==> src/rtl/cp0_pkg.sv <==
// Shared constants for the coprocessor-0 exception/interrupt controller.
// Provides register indices, exception codes, fixed addresses, bit positions
// of the implemented SR/Cause fields, and the EPC capture helper.
package cp0_pkg;

  localparam int unsigned DATA_W  = 32;
  localparam int unsigned ADDR_W  = 5;
  localparam int unsigned EXC_W   = 5;
  localparam int unsigned HWINT_W = 6;

  // CP0 register indices
  localparam logic [ADDR_W-1:0] REG_SR    = 5'd12;
  localparam logic [ADDR_W-1:0] REG_CAUSE = 5'd13;
  localparam logic [ADDR_W-1:0] REG_EPC   = 5'd14;
  localparam logic [ADDR_W-1:0] REG_PRID  = 5'd15;

  // Exception codes
  localparam logic [EXC_W-1:0] EXC_INT     = 5'd0;
  localparam logic [EXC_W-1:0] EXC_ADEL    = 5'd4;
  localparam logic [EXC_W-1:0] EXC_ADES    = 5'd5;
  localparam logic [EXC_W-1:0] EXC_SYSCALL = 5'd8;
  localparam logic [EXC_W-1:0] EXC_RI      = 5'd10;
  localparam logic [EXC_W-1:0] EXC_OV      = 5'd12;

  // Fixed addresses
  localparam logic [DATA_W-1:0] HANDLER_ADDR = 32'h0000_4180;
  localparam logic [DATA_W-1:0] RESET_PC     = 32'h0000_3000;

  // Bit positions of implemented fields
  localparam int unsigned IM_LSB  = 10;
  localparam int unsigned IM_MSB  = 15;
  localparam int unsigned EXL_BIT = 1;
  localparam int unsigned IE_BIT  = 0;
  localparam int unsigned BD_BIT  = 31;
  localparam int unsigned IP_LSB  = 10;
  localparam int unsigned IP_MSB  = 15;
  localparam int unsigned EXC_LSB = 2;
  localparam int unsigned EXC_MSB = 6;

  // Return address for a trapped instruction: back up to the branch when the
  // victim sits in a delay slot, and keep the result word aligned.
  function automatic logic [DATA_W-1:0] epc_target(input logic [DATA_W-1:0] vpc,
                                                   input logic              bd);
    logic [DATA_W-1:0] pc;
    pc = bd ? (vpc - 32'd4) : vpc;
    return {pc[DATA_W-1:2], 2'b00};
  endfunction

endpackage

==> src/rtl/cp0_ctrl.sv <==
// Coprocessor-0 exception/interrupt controller, sitting at the M stage.
// Decides whether the M-stage instruction traps (exception or interrupt),
// records the trap in SR/Cause/EPC and serves mfc0/mtc0/eret.
// Ports:
//   clk, reset          clock and asynchronous active-high reset
//   en, CP0Add, CP0In   mtc0 strobe, register index, write data
//   VPC, BDIn           PC of the M-stage instruction and its delay-slot flag
//   ExcCodeIn           M-stage exception code (0 = none)
//   HWInt               level-sensitive hardware interrupt lines
//   EXLClr              eret in M stage
//   CP0Out              mfc0 read data (combinational on CP0Add)
//   EPCOut              EPC register value (eret target)
//   Req                 trap taken this cycle (combinational)
module cp0_ctrl
  import cp0_pkg::*;
#(
  parameter logic [DATA_W-1:0] PRID_VAL = 32'h2023_0007
) (
  input  logic                clk,
  input  logic                reset,
  input  logic                en,
  input  logic [ADDR_W-1:0]   CP0Add,
  input  logic [DATA_W-1:0]   CP0In,
  input  logic [DATA_W-1:0]   VPC,
  input  logic                BDIn,
  input  logic [EXC_W-1:0]    ExcCodeIn,
  input  logic [HWINT_W-1:0]  HWInt,
  input  logic                EXLClr,
  output logic [DATA_W-1:0]   CP0Out,
  output logic [DATA_W-1:0]   EPCOut,
  output logic                Req
);

  logic [HWINT_W-1:0] im_q, im_d;
  logic               exl_q, exl_d;
  logic               ie_q, ie_d;
  logic               bd_q, bd_d;
  logic [HWINT_W-1:0] ip_q, ip_d;
  logic [EXC_W-1:0]   exc_q, exc_d;
  logic [DATA_W-1:0]  epc_q, epc_d;

  logic int_req;
  logic exc_req;

  // Trap request; EXL masks both sources, interrupt has priority
  always_comb begin
    int_req = (|(HWInt & im_q)) & ie_q & ~exl_q;
    exc_req = (ExcCodeIn != EXC_INT) & ~exl_q;
    Req     = (int_req | exc_req) & ~reset;
  end

  // Next-state: a trap overrides mtc0 and eret in the same cycle
  always_comb begin
    im_d  = im_q;
    exl_d = exl_q;
    ie_d  = ie_q;
    bd_d  = bd_q;
    exc_d = exc_q;
    epc_d = epc_q;
    ip_d  = HWInt;

    if (Req) begin
      exl_d = 1'b1;
      bd_d  = BDIn;
      exc_d = int_req ? EXC_INT : ExcCodeIn;
      epc_d = epc_target(VPC, BDIn);
    end else begin
      if (en) begin
        if (CP0Add == REG_SR) begin
          im_d  = CP0In[IM_MSB:IM_LSB];
          exl_d = CP0In[EXL_BIT];
          ie_d  = CP0In[IE_BIT];
        end else if (CP0Add == REG_EPC) begin
          epc_d = CP0In;
        end
      end
      // eret applied after mtc0 so a same-cycle SR write cannot re-set EXL
      if (EXLClr) begin
        exl_d = 1'b0;
      end
    end
  end

  // State registers
  always_ff @(posedge clk or posedge reset) begin
    if (reset) begin
      im_q  <= '0;
      exl_q <= 1'b0;
      ie_q  <= 1'b0;
      bd_q  <= 1'b0;
      ip_q  <= '0;
      exc_q <= '0;
      epc_q <= '0;
    end else begin
      im_q  <= im_d;
      exl_q <= exl_d;
      ie_q  <= ie_d;
      bd_q  <= bd_d;
      ip_q  <= ip_d;
      exc_q <= exc_d;
      epc_q <= epc_d;
    end
  end

  // mfc0 read mux; unimplemented bits and indices read 0
  always_comb begin
    CP0Out = '0;
    unique case (CP0Add)
      REG_SR: begin
        CP0Out[IM_MSB:IM_LSB] = im_q;
        CP0Out[EXL_BIT]       = exl_q;
        CP0Out[IE_BIT]        = ie_q;
      end
      REG_CAUSE: begin
        CP0Out[BD_BIT]          = bd_q;
        CP0Out[IP_MSB:IP_LSB]   = ip_q;
        CP0Out[EXC_MSB:EXC_LSB] = exc_q;
      end
      REG_EPC:  CP0Out = epc_q;
      REG_PRID: CP0Out = PRID_VAL;
      default:  CP0Out = '0;
    endcase
  end

  assign EPCOut = epc_q;

endmodule

==> config.mk <==
export PLATFORM = sky130hd
export DESIGN_NAME = cp0_ctrl
export DESIGN_NICKNAME = d
export VERILOG_FILES = /design/src/rtl/cp0_pkg.sv /design/src/rtl/cp0_ctrl.sv
export SDC_FILE = /design/constraint.sdc
export NUM_CORES = 1
export LEC_CHECK = 0
export CAP_MARGIN = 20
export CORE_ASPECT_RATIO = 1.1
export CORE_MARGIN = 4
export CORE_UTILIZATION = 42
export CTS_CLUSTER_SIZE = 40
export DETAILED_ROUTE_END_ITERATION = 10
export HOLD_SLACK_MARGIN = 0.08
export PLACE_DENSITY_LB_ADDON = 0.3
export RECOVER_POWER = 25
export SKIP_LAST_GASP = 1
export SLEW_MARGIN = 20
export SYNTH_ARGS = -nofsm -noshare
export SYNTH_HDL_FRONTEND = slang
export SYNTH_SLANG_ARGS = --single-unit
==> constraint.sdc <==
create_clock -name clk -period 3.9 [get_ports clk]
set_input_delay 1.17 -clock clk [delete_from_list [all_inputs] [get_ports clk]]
set_output_delay 1.17 -clock clk [all_outputs]
set_load 0.05 [all_outputs]
**Word level (Yosys, flattened, before mapping)**

Index checks and enable logic that the tools add are counted.

- Mux-type cells: 16
- Equal/unequal tests: 5
- Add/sub/neg operators: 1
- Reduce and logical (&&, ||, !) cells: 9
- Bitwise logic cells: 9

Operators with widths:

| operator | number |
|---|---|
| 2-to-1 mux 32 bit | 5 |
| subtractor 32 x 3 -> 32 bit (second input constant) | 1 |
| one-hot mux 15 bit (2 select lines) | 1 |
| equality test 5 x 4 -> 1 bit (second input constant) | 4 |
| one-hot mux 6 bit (3 select lines) | 1 |
| one-hot mux 5 bit (3 select lines) | 1 |
| bitwise AND 6 bit | 1 |
| one-hot mux 2 bit (3 select lines) | 1 |
| AND reduction 3 bit | 2 |
| nonzero test 3 bit | 2 |
| OR reduction 6 bit | 1 |
| 2-to-1 mux 5 bit | 1 |
| nonzero test 5 bit | 1 |
| bitwise AND 1 bit | 4 |
| 2-to-1 mux 1 bit | 4 |
| nonzero test 2 bit | 2 |
| 2-to-1 mux 3 bit | 1 |
| inverter 1 bit | 3 |
| inequality test 2 bit (second input constant) | 1 |
| one-hot mux 1 bit (2 select lines) | 1 |
| AND reduction 2 bit | 1 |
| bitwise OR 1 bit | 1 |

- Flip-flop bits (word level): 52
- Input bits: 85
- Output and inout port bits: 65
- Logic and storage cells: 47

**Longest topological paths before layout**

- Word-level depth: 8
- Gate-level depth with buffers: 7
- Mapped depth without buffers: 7

**Least setup slack after synthesis**

OpenSTA, ideal clock, no wires.

- Path kind: input port to output port
- From: input port CP0Add[0]
- To: output port CP0Out[10]
- Cell stages on the path: 6
- Path buffers: 3
- Arrival: 2683 ps
- Setup slack: 47 ps
- Cells stage by stage: buf_2 > nor2b_1 > clkbuf_1 > clkbuf_1 > a21oi_1 > nor2_1

- Word-level cells in the longest chain between the ends: 2
- Elaborated cells between the ends (all ways): 4
- Classes of those cells: 3 x eq/ne; 1 x mux

RTL lines:

| element | RTL line | source |
|---|---|---|
| start: declaration | cp0_ctrl.sv:22 | `input logic [ADDR_W-1:0] CP0Add,` |
| equality test 5 x 4 -> 1 bit | cp0_ctrl.sv:108 | `unique case (CP0Add)` |
| one-hot mux 6 bit (3 select lines) (*) | cp0_ctrl.sv:108 |  |
| end: declaration | cp0_ctrl.sv:29 | `output logic [DATA_W-1:0] CP0Out,` |

Every way passes the cells marked *; elsewhere a longest branch is shown, timed or not.

**Final worst setup path**

- From: input port HWInt[5]
- To: output port Req

- Word-level cells in the longest chain between the ends: 6

RTL lines:

| element | RTL line | source |
|---|---|---|
| start: declaration | cp0_ctrl.sv:27 | `input logic [HWINT_W-1:0] HWInt,` |
| bitwise AND 6 bit | cp0_ctrl.sv:47 | `int_req = (\|(HWInt & im_q)) & ie_q & ~exl_q;` |
| OR reduction 6 bit | cp0_ctrl.sv:47 |  |
| bitwise AND 1 bit (2 in a row) | cp0_ctrl.sv:47 |  |
| bitwise OR 1 bit | cp0_ctrl.sv:49 | `Req = (int_req \| exc_req) & ~reset;` |
| bitwise AND 1 bit | cp0_ctrl.sv:49 |  |
| end: declaration | cp0_ctrl.sv:31 | `output logic Req` |

No other way between the ends.

==> run_results.csv <==
group,metric,value,unit
outcome,status,"finished clean",
global_route,grt_overflow,0,
synth,ys_ff_latch,52,
sta,rsz0062_at_grt,"no",
global_route,grt_usage,21.98,%
detailed_routing,wl_per_cell,17.34,um
power_and_ir_drop,power_switching,0.7791,mW
power_and_ir_drop,switching_share,39.51,%
power_and_ir_drop,ir_drop,0.0002359,V
worst_hold_path,min_path_type,"reg2reg",
setup_path,r2r_cells,6,
floorplanning,fp-row-count,33,
synth,synth_area_leaders,"dfrtp_1, mux2i_1, nor2_1",
clock_tree,tritoncts,"yes",
place,dp_hpwl,8.183,mm
cells_and_area,fillers,582,
cells_and_area,drive_gt1_share,14.31,%
cells_and_area,regArea,1301,um^2
setup_path,start_kind,"input port",
synth,yosys.area.top_type,"dfrtp_1",
sta,period_minus_slack,3.838,ns
global_route,grt_max_degree,55,
sta,slew_headroom,40.62,%
floorplanning,dieArea,9307,um^2
cells_and_area,area_delta_synth_final,62.35,%
detailed_routing,ant_nets,0,
clock_tree,cts_made_buffers,5,
cells_and_area,nNetsFinal,574,
floorplanning,die_w,92.35,um
synth,synth_ff_type,"dfrtp_1",
sta,maxClockFrequency,0.2605,GHz
synth,synthArstFlopShare,100.0,%
sta,setup_violations,0,
detailed_routing,drt_iter0_markers,73,
synth,syn_area_per_cell,9.611,um^2
setup_path,cp.arrival,2.67,ns
power_and_ir_drop,p_per_area,369.5,nW/um^2
setup_path,r2r_start,"im_q[2]$_DFFE_PP0P_",
detailed_routing,avgViaCountPerCell,5.340,
synth,synth_edf_count,0,
synth,synth_common_cells,"mux2i_1, dfrtp_1, nor2_1, o21ai_0, nand2_1",
place,finalWeightedCongestion,0.8951,
synth,yosys_warnings,0,
place,io_buffers,147,
cells_and_area,diodes,0,
synth,synthesis.area,3287,um^2
detailed_routing,wirelength,10.30,mm
global_route,antenna_found_initial,0,
floorplanning,die_y,100.8,um
floorplanning,core_area,7556,um^2
setup_path,rrSetupSlack,1.35,ns
synth,syn_inst,342,
floorplanning,io_pins,150,
power_and_ir_drop,power.leakage,2.399,nW
sta,hold_violations,0,
power_and_ir_drop,p_clk_share,18.6,%
clock_tree,htreeDepth,2,
detailed_routing,drcViolationCount,0,
synth,synth_cell_types,42,
sta,fin_tns_setup,0,ns
power_and_ir_drop,combPwrFrac,43.9,%
clock_tree,post_cts_resized,0,
setup_path,regToRegEndpoint,"im_q[5]$_DFFE_PP0P_",
clock_tree,hold_buffers,0,
setup_path,cp_data_required_time,2.73,ns
setup_path,critPathCaptureType,"output pin",
clock_tree,cts_buffer_depth,2,
power_and_ir_drop,p_int,1.193,mW
place,placed_area,5220,um^2
global_route,grt_pass1_vias,3240,
synth,yosysTopAreaCellShare,39.59,%
clock_tree,clock_latency,0.29,ns
worst_hold_path,min_from,"bd_q$_DFFE_PP0P_",
sta,slew_viol_final,0,
global_route,grt_pass1_wl,16.38,mm
cells_and_area,design_area,5336,um^2
power_and_ir_drop,p_seq_share,37.5,%
cells_and_area,multi_input_area,1862,um^2
worst_hold_path,hold_path_depth,1,
clock_tree,clockRootBuffer,"clkbuf_8",
sta,finalCritPeriodShare,98.42,%
flow_run,drv_cap,0,
detailed_routing,first_pass_iters,4,
setup_path,crit_path_max_fanout,2,
sta,clock_skew,0.005863,ns
clock_tree,post_cts.repair.setup_buffers,0,
synth,yosysMostFrequentCell,"mux2i_1",
clock_tree,cts.reportedPaths.clkPinSlew,0.09,ns
setup_path,crit_type,"in2out",
sta,worstMarginPinSlew,0.8906,ns
synth,seq_area_frac_synth,39.59,%
floorplanning,initial_core_util,43.50,%
detailed_routing,vias,3172,
worst_hold_path,min_delay_worst_endpoint,"bd_q$_DFFE_PP0P_",
synth,syn-num-nets,428,
clock_tree,numClockSinks,52,
## metal layers
layer | global-route usage, % | vias up | wire [um] | part of all wire [%]
met3 | 5.153 | 14 | 802 | 7.8
met4 | 6.171 | 0 | 221 | 2.1
met2 | 38.62 | 118 | 5153 | 50
met5 | 0 | - | 0 | 0
met1 | 26.95 | 1529 | 4124 | 40
li1 | - | 1511 | - | -
## sequential cells by signal, summed over array words and instances (netlist names)
name and cells:
ip_q 6, bd_q 1, exc_q 5, EPCOut 32, im_q 6, exl_q 1
ie_q 1
## power by group through the flow
stage          Sequential, mW  Clock (mW)  Combinational, mW
3_3_place_gp            0.743           0              0.855
3_5_place_dp            0.746           0              0.871
6_report                0.739       0.367              0.866
5_1_grt                 0.756       0.395              0.915
4_1_cts                 0.738       0.379              0.872
2_1_floorplan           0.995           0              0.252
## logic make-up after synthesis
kind of cell / count (synthesis) / synth area share (%)
buffers and inverters: 31 / 4.111
muxes: 68 / 21.81
AOI/OAI and AO/OA: 40 / 7.157
DFF: 52 / 39.59
xor gates and xnor gates: 28 / 7.461
and+or+nand+nor: 122 / 19.49
adders and majority gates: 1 / 0.3806
## layout make-up
type                       count  area share, %
clock buffer                   5          1.290
clock inverter                 3         0.7972
inverter                       9         0.6331
multi-input combinational    259          34.89
sequential                    52          24.38
tap                          105          2.462
timing repair buffer         161          35.55
## per-stage QoR
stage | total power [mW] | utilization, % | hold slack, ns | setup WS [ns] | std cells
detailed placement | 1.617 | 69.08 | 0.5259 | 0.01445 | 586
finish | 1.972 | 70.62 | 0.5490 | 0.06180 | 594
global placement | 1.598 | 69.08 | 0.5184 | 0.08557 | 586
floorplan | 1.246 | - | 0.4815 | 0.04733 | 342
CTS | 1.989 | 70.56 | 0.5505 | 0.004408 | 594
global route | 2.065 | 70.62 | 0.5679 | 0.02857 | 594
## cell usage in the layout (no fill, tap or decap), types with 10 or more instances in the layout
cell             synthesis  routed
xor2_1                  16      16
xnor2_1                 12      12
mux2i_1                 60      60
nor3_1                  10      10
clkdlybuf4s50_1          0     109
o21ai_0                 18      18
nand2_1                 17      17
dfrtp_1                 52      52
nor2_1                  38      38
buf_4                    0      14
and3_1                  14      14
buf_12                   0      32
## worst max-delay path by stage
stage,to,startpoint
after floorplan,CP0Out[10],CP0Add[0]
after detailed placement,CP0Out[3],CP0Add[0]
after global routing,Req,HWInt[3]
after global placement,CP0Out[3],CP0Add[0]
after CTS,CP0Out[3],CP0Add[0]
final,Req,HWInt[5]
## critical path: stages
cell,delay [ns]
dlygate4sd3_1,0.57
a22oi_1,0.25
a31oi_1,0.16
o31a_2,0.32
buf_4,0.19
Power figures use the tool's default switching activity.
